**config.mk**
```make
export PLATFORM = sky130hd
export DESIGN_NAME = clip_round_stream_flat
export DESIGN_NICKNAME = d
export VERILOG_FILES = /design/src/rtl/fplib_clip_pkg.sv /design/src/rtl/clip_round_stream_if.sv /design/src/rtl/clip_round_lane.sv /design/src/rtl/clip_round_stream.sv /design/src/flat_wrapper.sv
export SDC_FILE = /design/constraint.sdc
export NUM_CORES = 1
export LEC_CHECK = 0
export BUFFER_PORTS_ARGS = -buffer_cell sky130_fd_sc_hd__buf_2
export CAP_MARGIN = 20
export CORE_MARGIN = 5
export CORE_UTILIZATION = 45
export DETAILED_ROUTE_END_ITERATION = 8
export GPL_ROUTABILITY_DRIVEN = 1
export GPL_TIMING_DRIVEN = 0
export PLACE_DENSITY = 0.76
export SLEW_MARGIN = 20
export SYNTH_ARGS = -nofsm -noshare
export SYNTH_HDL_FRONTEND = slang
export SYNTH_SLANG_ARGS = --single-unit
```
**constraint.sdc**
```tcl
create_clock -name clk -period 1.9 [get_ports clk]
set_clock_uncertainty 0.1 [all_clocks]
set_input_delay 0 -clock clk [delete_from_list [all_inputs] [get_ports clk]]
set_output_delay 0 -clock clk [all_outputs]
set_load 0.005 [all_outputs]
```
**src/rtl/fplib_clip_pkg.sv**
```systemverilog
// Shared helpers for the clip/round stream: output code limits and the
// width of a rounded intermediate value.
package fplib_clip_pkg;

  function automatic int rnd_width(input int inw, input int shift);
    return inw - shift + 1;
  endfunction

  function automatic logic signed [63:0] smax_code(input int outw);
    return (64'sd1 <<< (outw - 1)) - 64'sd1;
  endfunction

  function automatic logic signed [63:0] smin_code(input int outw);
    return -(64'sd1 <<< (outw - 1));
  endfunction

  function automatic logic signed [63:0] umax_code(input int outw);
    return (64'sd1 <<< outw) - 64'sd1;
  endfunction

endpackage

```
**src/rtl/clip_round_stream_if.sv**
```systemverilog
// Streaming bus of the word-length reducer: input beat side and output beat side.
interface clip_round_stream_if #(
  parameter int nch  = 2,
  parameter int inw  = 24,
  parameter int outw = 16
);
  // A beat moves on a side in any cycle where its valid and ready are both 1.
  // valid must not depend on ready; once raised, valid and data hold until taken.
  logic                 in_valid;
  logic                 in_ready;
  logic [nch*inw-1:0]   in_data;
  logic                 out_valid;
  logic                 out_ready;
  logic [nch*outw-1:0]  out_data;
  logic [nch-1:0]       out_clip;

  modport master (
    output in_valid, in_data, out_ready,
    input  in_ready, out_valid, out_data, out_clip
  );

  modport slave (
    input  in_valid, in_data, out_ready,
    output in_ready, out_valid, out_data, out_clip
  );
endinterface

```
**src/rtl/clip_round_lane.sv**
```systemverilog
// One channel: round-half-up right shift of the raw input, and saturation of a
// previously rounded value to outw bits. The two paths are independent.
module clip_round_lane
  import fplib_clip_pkg::*;
#(
  parameter int inw       = 24,
  parameter int outw      = 16,
  parameter int shift     = 0,
  parameter bit is_signed = 1'b1
) (
  input  logic [inw-1:0]     din_i,
  output logic [inw-shift:0] rnd_o,
  input  logic [inw-shift:0] rnd_i,
  output logic [outw-1:0]    dout_o,
  output logic               clip_o
);
  localparam int SA = (shift > 0) ? shift - 1 : 0;
  localparam logic [inw:0] HALF = (shift > 0) ? ((inw + 1)'(1) << SA) : '0;
  localparam logic signed [63:0] SMAX = smax_code(outw);
  localparam logic signed [63:0] SMIN = smin_code(outw);
  localparam logic signed [63:0] UMAX = umax_code(outw);

  logic [inw:0]        ext;
  logic [inw:0]        biased;
  logic signed [63:0]  wide;

  // One guard bit above the input keeps the rounding carry from wrapping.
  always_comb begin
    ext    = is_signed ? {din_i[inw-1], din_i} : {1'b0, din_i};
    biased = ext + HALF;
    if (is_signed) rnd_o = (inw - shift + 1)'($signed(biased) >>> shift);
    else           rnd_o = (inw - shift + 1)'(biased >> shift);
  end

  always_comb begin
    if (is_signed) wide = 64'($signed(rnd_i));
    else           wide = 64'(rnd_i);
    dout_o = rnd_i[outw-1:0];
    clip_o = 1'b0;
    if (is_signed) begin
      if (wide > SMAX) begin
        dout_o = SMAX[outw-1:0];
        clip_o = 1'b1;
      end else if (wide < SMIN) begin
        dout_o = SMIN[outw-1:0];
        clip_o = 1'b1;
      end
    end else if (wide > UMAX) begin
      dout_o = UMAX[outw-1:0];
      clip_o = 1'b1;
    end
  end
endmodule

```
**src/rtl/clip_round_stream.sv**
```systemverilog
// Multi-channel round-then-saturate stream: round register, clip register,
// shared valid/ready handshake and per-channel clip statistics.
module clip_round_stream
  import fplib_clip_pkg::*;
#(
  parameter int nch       = 2,
  parameter int inw       = 24,
  parameter int outw      = 16,
  parameter int shift     = 0,
  parameter bit is_signed = 1'b1,
  parameter int cntw      = 16
) (
  input  logic                 clk,
  input  logic                 rst_n,
  clip_round_stream_if.slave   bus,
  input  logic                 clr_stats,
  output logic [nch-1:0]       clip_sticky,
  output logic [nch*cntw-1:0]  clip_count
);
  localparam int RW = rnd_width(inw, shift);
  localparam logic [cntw-1:0] CNT_MAX = '1;

  logic                 s1_valid_q;
  logic [nch*RW-1:0]    s1_data_q, s1_data_d;
  logic                 s2_valid_q;
  logic [nch*outw-1:0]  s2_data_q, s2_data_d;
  logic [nch-1:0]       s2_clip_q, s2_clip_d;
  logic [nch-1:0]       sticky_q, sticky_d;
  logic [nch*cntw-1:0]  count_q, count_d;
  logic                 s1_adv, s2_adv, out_fire;

  for (genvar k = 0; k < nch; k++) begin : g_lane
    clip_round_lane #(
      .inw(inw), .outw(outw), .shift(shift), .is_signed(is_signed)
    ) u_lane (
      .din_i (bus.in_data[k*inw +: inw]),
      .rnd_o (s1_data_d[k*RW +: RW]),
      .rnd_i (s1_data_q[k*RW +: RW]),
      .dout_o(s2_data_d[k*outw +: outw]),
      .clip_o(s2_clip_d[k])
    );
  end

  // Empty stages always take a beat, so bubbles collapse.
  assign s2_adv       = !s2_valid_q || bus.out_ready;
  assign s1_adv       = !s1_valid_q || s2_adv;
  assign out_fire     = s2_valid_q && bus.out_ready;
  assign bus.in_ready = s1_adv;

  always_comb begin
    logic ev;
    ev       = 1'b0;
    sticky_d = sticky_q;
    count_d  = count_q;
    for (int k = 0; k < nch; k++) begin
      ev = out_fire && s2_clip_q[k];
      if (clr_stats) begin
        sticky_d[k]                = ev;
        count_d[k*cntw +: cntw]    = ev ? cntw'(1) : '0;
      end else if (ev) begin
        sticky_d[k] = 1'b1;
        if (count_q[k*cntw +: cntw] != CNT_MAX)
          count_d[k*cntw +: cntw] = count_q[k*cntw +: cntw] + cntw'(1);
      end
    end
  end

  always_ff @(posedge clk or negedge rst_n) begin
    if (!rst_n) begin
      s1_valid_q <= 1'b0;
      s1_data_q  <= '0;
      s2_valid_q <= 1'b0;
      s2_data_q  <= '0;
      s2_clip_q  <= '0;
      sticky_q   <= '0;
      count_q    <= '0;
    end else begin
      if (s1_adv) begin
        s1_valid_q <= bus.in_valid;
        if (bus.in_valid) s1_data_q <= s1_data_d;
      end
      if (s2_adv) begin
        s2_valid_q <= s1_valid_q;
        if (s1_valid_q) begin
          s2_data_q <= s2_data_d;
          s2_clip_q <= s2_clip_d;
        end
      end
      sticky_q <= sticky_d;
      count_q  <= count_d;
    end
  end

  assign bus.out_valid = s2_valid_q;
  assign bus.out_data  = s2_data_q;
  assign bus.out_clip  = s2_clip_q;
  assign clip_sticky   = sticky_q;
  assign clip_count    = count_q;
endmodule

```
**src/flat_wrapper.sv**
```systemverilog
// flat-port wrapper written by rule: the top's interface ports become plain ports
module clip_round_stream_flat import fplib_clip_pkg::*;
#(
  parameter int nch       = 2,
  parameter int inw       = 24,
  parameter int outw      = 16,
  parameter int shift     = 0,
  parameter bit is_signed = 1'b1,
  parameter int cntw      = 16
)
  (clk, rst_n, clr_stats, clip_sticky, clip_count, bus_in_valid, bus_in_data, bus_out_ready, bus_in_ready, bus_out_valid, bus_out_data, bus_out_clip);
  clip_round_stream_if #(.nch(nch), .inw(inw), .outw(outw)) bus_i ();
  input  logic clk;
  input  logic rst_n;
  input  logic clr_stats;
  output logic [nch-1:0] clip_sticky;
  output logic [nch*cntw-1:0] clip_count;
  input wire logic [$bits(bus_i.in_valid)-1:0] bus_in_valid;
  input wire logic [$bits(bus_i.in_data)-1:0] bus_in_data;
  input wire logic [$bits(bus_i.out_ready)-1:0] bus_out_ready;
  output wire logic [$bits(bus_i.in_ready)-1:0] bus_in_ready;
  output wire logic [$bits(bus_i.out_valid)-1:0] bus_out_valid;
  output wire logic [$bits(bus_i.out_data)-1:0] bus_out_data;
  output wire logic [$bits(bus_i.out_clip)-1:0] bus_out_clip;
  assign bus_i.in_valid = bus_in_valid;
  assign bus_i.in_data = bus_in_data;
  assign bus_i.out_ready = bus_out_ready;
  assign bus_in_ready = bus_i.in_ready;
  assign bus_out_valid = bus_i.out_valid;
  assign bus_out_data = bus_i.out_data;
  assign bus_out_clip = bus_i.out_clip;
  clip_round_stream #(.nch(nch), .inw(inw), .outw(outw), .shift(shift), .is_signed(is_signed), .cntw(cntw)) u_core (.clk(clk), .rst_n(rst_n), .bus(bus_i), .clr_stats(clr_stats), .clip_sticky(clip_sticky), .clip_count(clip_count));
endmodule
```
==> flow_summary.yaml, run 1 <==
run_status:
  status: "finished clean"
power_and_ir_drop:
  power_density_nw_per_um2: 976
  power.leakage_nw: 3.39
  ir_drop_mv: 0.636
final_layout:
  fin_cells: 819
  final_area_um2: 7440
  fillCellCount: 816
  drive_gt1_share_pct: 32.1
  layout.nets: 717
  area_delta_synth_final_pct: 41.2
worst_setup_path:
  crit_family: "simple AND/OR/NAND/NOR gates"
  crit_type: "flip-flop to flip-flop"
  crit_path_max_fanout: 3
  crit_buf_inv: 0
  crit_chain: "ha_4 -> nand4_1 -> or4_4 -> nand3_2 -> mux2_4"
  crit_required_ns: 2.09
  startpoint_type: "flip-flop"
  crit_path_end_kind: "flip-flop"
  arrival_ns: 2.08
  max_stage_delay_ns: 0.56
  critPathSlowestCell: "or4_4"
synth:
  synth_fa_ha_area_share_pct: 0.475
  ys_seq_area_share_pct: 56.1
  yosysWarningCount: 0
  netlist_area_um2: 5270
  synth_xor_area_share_pct: 0
  synthTopCellsByCount: "dfrtp_1 (118), mux2_1 (55), nand2_1 (36), a21oi_1 (22)"
  synth_compound_gate_area_share_pct: 13.5
  yosys.area.top_type: "dfrtp_1"
  synth_top_family_by_area: "simple AND/OR/NAND/NOR gates"
  yosys.area_share.simple_pct: 15.7
  yosys-top-cells-area: "dfrtp_1 (56%), mux2_1 (12%), a221o_1 (2.9%), nand2_1 (2.6%), a21oi_1 (2.1%)"
  synthDistinctLibCells: 50
  syn-num-nets: 505
  ys.flop_type: "dfrtp_1"
  synth_mux_area_share_pct: 11.8
  synthCells: 450
  synth_edf_count: 0
  yosysMostFrequentCell: "dfrtp_1"
  ys_seq_elements: 118
  synth.top_cell.area_share_pct: 56.1
  syn_area_per_cell_um2: 11.7
  async_reset_ff_share_pct: 100
floorplan:
  die_w_um: 118
  rows: 39
  dieHeight_um: 118
  dieArea_um2: 14000
  start_util_pct: 45.9
  pin_count: 123
  core_area_um2: 11500
grt:
  met2_usage_pct: 33.7
  antenna_found_initial: 1
  top_usage_layer: "met2"
  grt_util_met3_pct: 6.88
  first_global_vias: 4738
  grt_pass1_wl_um: 23400
  gr-usage-met1_pct: 25.5
  grt_overflow: 0
  grt_use_total_pct: 20.7
  grt_max_degree: 75
drt:
  wirelength_um: 14300
  first_pass_iters: 7
  vias: 4598
  wl_per_cell_um: 17.5
  drt_iter0_markers: 293
  avgViaCountPerCell: 5.61
  drc: 0
  ant_nets: 0
clock_tree:
  cts_num_sinks: 118
  ctsHtreeMaxLevel: 4
  clkSlewWorstSetupHoldPaths_ns: 0.06
  cts_root_buf: "clkbuf_16"
  cts_buffers: 17
  clk_latency_ns: 0.41
  max-clock-path-buffers: 2
  cts_tree: "done"
placed_design:
  placed_area_um2: 6090
  port_buffers: 122
  dp_hpwl_um: 9320
  dp.cells: 716
  gp_congestion: 0.851
sta:
  max_freq_mhz: 529
  slew_violations: 0
  worst_pin_slew_ns: 0.619
  setup_viol: 0
  fin_crit_sh_pct: 99.6
  finalCriticalPeriod_ns: 1.89
  slew_headroom_pct: 58.7
  rsz0062_at_grt: "yes"
  hold_viol: 0
min_path:
  worstHoldPathType: "primary input to flip-flop"
flow_run:
  cap_viol_max_count: 0
sequential cells by signal, summed over array words and instances, names as in the netlist:
signal and flops:
u_core.s1_data_q 48, u_core.bus.out_data 32, u_core.clip_count 32, u_core.bus.out_clip 2, u_core.clip_sticky 2, u_core.bus.out_valid 1, u_core.s1_valid_q 1
per-layer routing:
layer	vias to the layer above	part of all wire, %
li1	2126	-
met1	2247	41
met2	195	50
met3	30	7.5
met4	0	2.1
met5	-	0
worst register-to-register path: stages, from the launching register on:
cell	delay (ns)
dfrtp_1	0.40
ha_4	0.15
nand4_1	0.18
or4_4	0.56
nand3_2	0.09
mux2_4	0.29
path summary, 6_finish.rpt:
kind	slack [ns]	cells past startpoint	from	end
min	0.09	4	clr_stats	u_core.clip_count[4]
min reg2reg	0.37	1	u_core.clip_sticky[0]	u_core.clip_sticky[0]
max	0.008	5	u_core.clip_count[17]	u_core.clip_count[18]
min in group asynchronous	0.45	3	rst_n	u_core.clip_count[7]
max reg2reg	0.008	5	u_core.clip_count[17]	u_core.clip_count[18]
max in group asynchronous	0.63	4	rst_n	u_core.bus.out_clip[1]
cell type report:
type,count,area [um^2],share of cell area [%]
well taps,143,179,2.41
flip-flops and latches,118,2960,39.8
repair buffers,194,1320,17.8
inverters,8,30.0,0.404
diodes,1,2.50,0.0336
multi-input cells,302,2270,30.5
clock inverters,12,105,1.41
plain buffers,21,113,1.51
clock buffers,20,457,6.14
repair_timing:
action / 4_1_cts / 5_1_grt
endpoints found under the setup margin: 59 / 72
hold buffers: 54 / 0
buffers inserted: 11 / 6
resized for setup: 13 / 21
endpoints found under the hold margin: 168 / 0
gates cloned: 0 / 0
pin swaps: 4 / 8
kinds of logic after synthesis:
kind of cell | Yosys count
and+or+nand+nor | 138
DFF | 118
AOI/OAI and AO/OA | 107
muxes | 55
buffers and inverters | 30
adders and majority gates | 2
layout by cell type, fill, tap and decap left out, types with 3 or more instances in the layout:
master and count:
or4_1 13, nand4_4 3, clkbuf_1 5, nand2b_1 3
clkinv_2 4, nor2_1 15, buf_4 21, a21o_1 3
dfrtp_1 114, nor2_2 3, o31ai_1 11, inv_1 7
o21ai_1 16, nor3_1 3, a211oi_1 3, mux2_1 54
buf_2 126, nor4_1 5, nand3_1 14, nand2_1 36
nor2b_1 7, and3_1 4, a21oi_1 21, o21ai_0 18
nand4_1 8, clkbuf_16 17, o41ai_1 4, a31oi_1 3
clkbuf_2 4, dfrtp_2 4, dlygate4sd3_1 53, a221o_1 15
clkinvlp_4 5
power breakdown:
group	switching (mW)	leakage, nW	internal (mW)
clock network	1.13	0.264	1.86
logic	0.549	1.67	0.581
registers	0.270	1.45	2.88
through the flow:
stage          total power, mW  TNS [ns]  util (%)  hold slack [ns]  setup slack [ns]
6_report                  7.26         0      64.9           0.0923           0.00827
5_1_grt                   7.62    -0.132      64.9           0.0956           -0.0462
4_1_cts                   7.29         0      63.9           0.0697           0.00152
3_5_place_dp              4.14     -4.22      53.1           -0.146            -0.279
3_3_place_gp              4.07    -76.04      52.8            0.106            -0.632
2_1_floorplan             3.61   -0.0247         -           -0.396           -0.0247
(Power assumes the default switching activity.)
==> run 2, diff against run 1 <==
--- a/config.mk
+++ b/config.mk
@@ -8,12 +8,14 @@
 export BUFFER_PORTS_ARGS = -buffer_cell sky130_fd_sc_hd__buf_2
 export CAP_MARGIN = 20
 export CORE_MARGIN = 5
-export CORE_UTILIZATION = 45
+export CORE_UTILIZATION = 25
 export DETAILED_ROUTE_END_ITERATION = 8
 export GPL_ROUTABILITY_DRIVEN = 1
 export GPL_TIMING_DRIVEN = 0
-export PLACE_DENSITY = 0.76
+export PLACE_DENSITY = 0.5
+export SETUP_SLACK_MARGIN = 0.1
 export SLEW_MARGIN = 20
 export SYNTH_ARGS = -nofsm -noshare
 export SYNTH_HDL_FRONTEND = slang
 export SYNTH_SLANG_ARGS = --single-unit
+export TNS_END_PERCENT = 10
==> run 2 against run 1 <==
  * Maximum frequency rose by 1.3%
  * Register-to-register slack improved by 0.02 ns
  * Sequential power barely moved
  * Largest power group is now clock
  * Critical path depth fell by 1
  * Global-route usage fell by 7.6 points
  * Worst hold slack got worse by 0.13 ns
  * Routed wire length rose by 7.1%
  * Combinational power barely moved
  * Clock-buffer cell count fell by 2
  * The flow now finishes with violations (negative hold slack)
  * Sequential share of layout area fell by 1.2 points
  * Highest routed layer unchanged
  * Utilization fell by 28 points
  * Setup slack improved by 0.024 ns
==> flow_summary.yaml, run 2 (synthesis gave the netlist of run 1 again) <==
run_status:
  violations: "negative hold slack"
  status: "complete, but fails checks"
clock_tree:
  clkSlewWorstSetupHoldPaths_ns: 0.06
  cts_num_sinks: 118
  cts_tree: "done"
  hold_buffers: 53
  clk_latency_ns: 0.41
  ctsHtreeMaxLevel: 4
  cts_root_buf: "clkbuf_16"
  max-clock-path-buffers: 2
  cts_buffers: 17
min_path:
  worstHoldPathType: "primary input to async pin"
power_and_ir_drop:
  power_density_nw_per_um2: 967
  seqPwrFrac_pct: 42.1
  p_switching_mw: 2.11
  switching_share_pct: 28.3
  pwr-share-comb_pct: 15.4
  ir_drop_mv: 0.542
  power.leakage_nw: 3.40
  p_int_mw: 5.34
  clock_power_share_pct: 42.5
  power_mw: 7.44
placed_design:
  dp_hpwl_um: 10600
  port_buffers: 122
  gp_congestion: 0.780
flow_run:
  cap_viol_max_count: 0
sta:
  hold_viol: 35
  fin_crit_sh_pct: 98.3
  slew_headroom_pct: 60.4
  rsz0062_at_grt: "yes"
  slew_violations: 0
  setup_viol: 0
  finalCriticalPeriod_ns: 1.87
  whs_ns: -0.0385
  max_freq_mhz: 536
  worst_pin_slew_ns: 0.594
grt:
  grt_use_total_pct: 13.1
  antenna_found_initial: 0
  grt_max_degree: 72
  first_global_vias: 4739
  grt_overflow: 0
  grt_pass1_wl_um: 25100
final_layout:
  fillCellCount: 2091
  area_delta_synth_final_pct: 46.2
  final_core_util_pct: 36.9
  largest_register: "u_core.s1_data_q"
  most-common-layout-cells: "buf_2 (127), dfrtp_1 (103), mux2_1 (54)"
  multi_input_area_um2: 2370
  diodes: 0
  layout.nets: 713
  final_common_cell: "buf_2"
  drive_gt1_share_pct: 35.8
  largest_reg_flops: 48
  seqCellArea_um2: 2970
worst_setup_path:
  crit_path_end_kind: "flip-flop"
  arrival_ns: 2.05
  crit_path_max_fanout: 7
  crit_type: "flip-flop to flip-flop"
  r2r_start: "u_core.clip_count[19]"
  critPathSlowestCell: "or4_4"
  max_stage_delay_ns: 0.55
  crit_chain: "nand4_1 -> or4_4 -> nand3_2 -> mux2_4"
  startpoint_type: "flip-flop"
  crit_required_ns: 2.08
  crit_path_start: "u_core.clip_count[19]"
drt:
  vias: 4504
  drc: 0
  ant_nets: 0
  drt_iter0_markers: 123
  first_pass_iters: 4
  wl_per_cell_um: 16.2
  wirelength_um: 15300
  avgViaCountPerCell: 4.76
floorplan:
  rows: 53
  dieArea_um2: 24100
  pin_count: 123
  dieHeight_um: 155
  core_area_um2: 20900
  die_w_um: 155
  start_util_pct: 25.2
-- run 2: cell types whose count changed in the layout (fill, tap and decap cells not counted), sizes merged --
cell      delta
clkinvlp     -3
inv          +8
clkbuf       -4
diode        -1
clkinv       -3
buf          -2
-- run 2: cell type report --
| class | count | share of cell area, % |
|---|---|---|
| plain buffers | 22 | 1.72 |
| clock buffers | 18 | 5.70 |
| repair buffers | 189 | 16.6 |
| inverters | 8 | 0.390 |
| flip-flops and latches | 118 | 38.6 |
| clock inverters | 14 | 1.80 |
| well taps | 275 | 4.47 |
| multi-input cells | 302 | 30.7 |
-- run 2: power groups by stage --
stage                     logic (mW)  registers [mW]  clock network [mW]
after global placement         0.965            3.16                   0
final                           1.15            3.13                3.16
after global routing            1.29            3.18                3.36
after floorplan                0.491            3.12                   0
after detailed placement       0.998            3.17                   0
after CTS                       1.16            3.13                3.28
-- run 2: what timing repair did --
| item | in CTS | in global routing |
|---|---|---|
| pin swaps | 7 | 11 |
| gates resized for setup | 35 | 41 |
| buffers inserted | 12 | 1 |
| gates cloned | 0 | 0 |
| hold endpoints to repair | 168 | 35 |
| setup endpoints to repair | 84 | 77 |
-- run 2: routing by layer --
| metal | global-route usage [%] | part of all wire [%] | up-vias |
|---|---|---|---|
| li1 | - | - | 2122 |
| met1 | 16.5 | 44 | 2270 |
| met2 | 22.0 | 50 | 105 |
| met3 | 4.12 | 5.3 | 7 |
| met4 | 3.41 | 0.65 | 0 |
| met5 | 0 | 0 | - |
-- run 2: final timing paths --
kind | endpoint | slack (ns) | cells past startpoint
min | u_core.s1_data_q[4] | -0.04 | 2
max in group asynchronous | u_core.bus.out_data[11] | 0.46 | 3
min in group clk | u_core.clip_count[5] | 0.13 | 4
max | u_core.clip_count[18] | 0.03 | 4
max reg2reg | u_core.clip_count[18] | 0.03 | 4
min reg2reg | u_core.clip_sticky[1] | 0.38 | 1
-- run 2: critical path: cells and delay by family, from the launching register on --
family	cells	cell delay [ns]
DFF	1	0.47
muxes	1	0.29
and+or+nand+nor	3	0.88
-- run 2: through the flow --
step	worst slack, ns	instance area (um^2)	TNS (ns)	instances
floorplan	-0.0247	5270	-0.0247	450
global placement	-0.791	6220	-100.20	847
detailed placement	-0.304	6260	-8.98	848
CTS	-0.0157	7570	-0.0157	945
global route	-0.0336	7700	-0.0638	946
finish	0.0326	7700	0	946
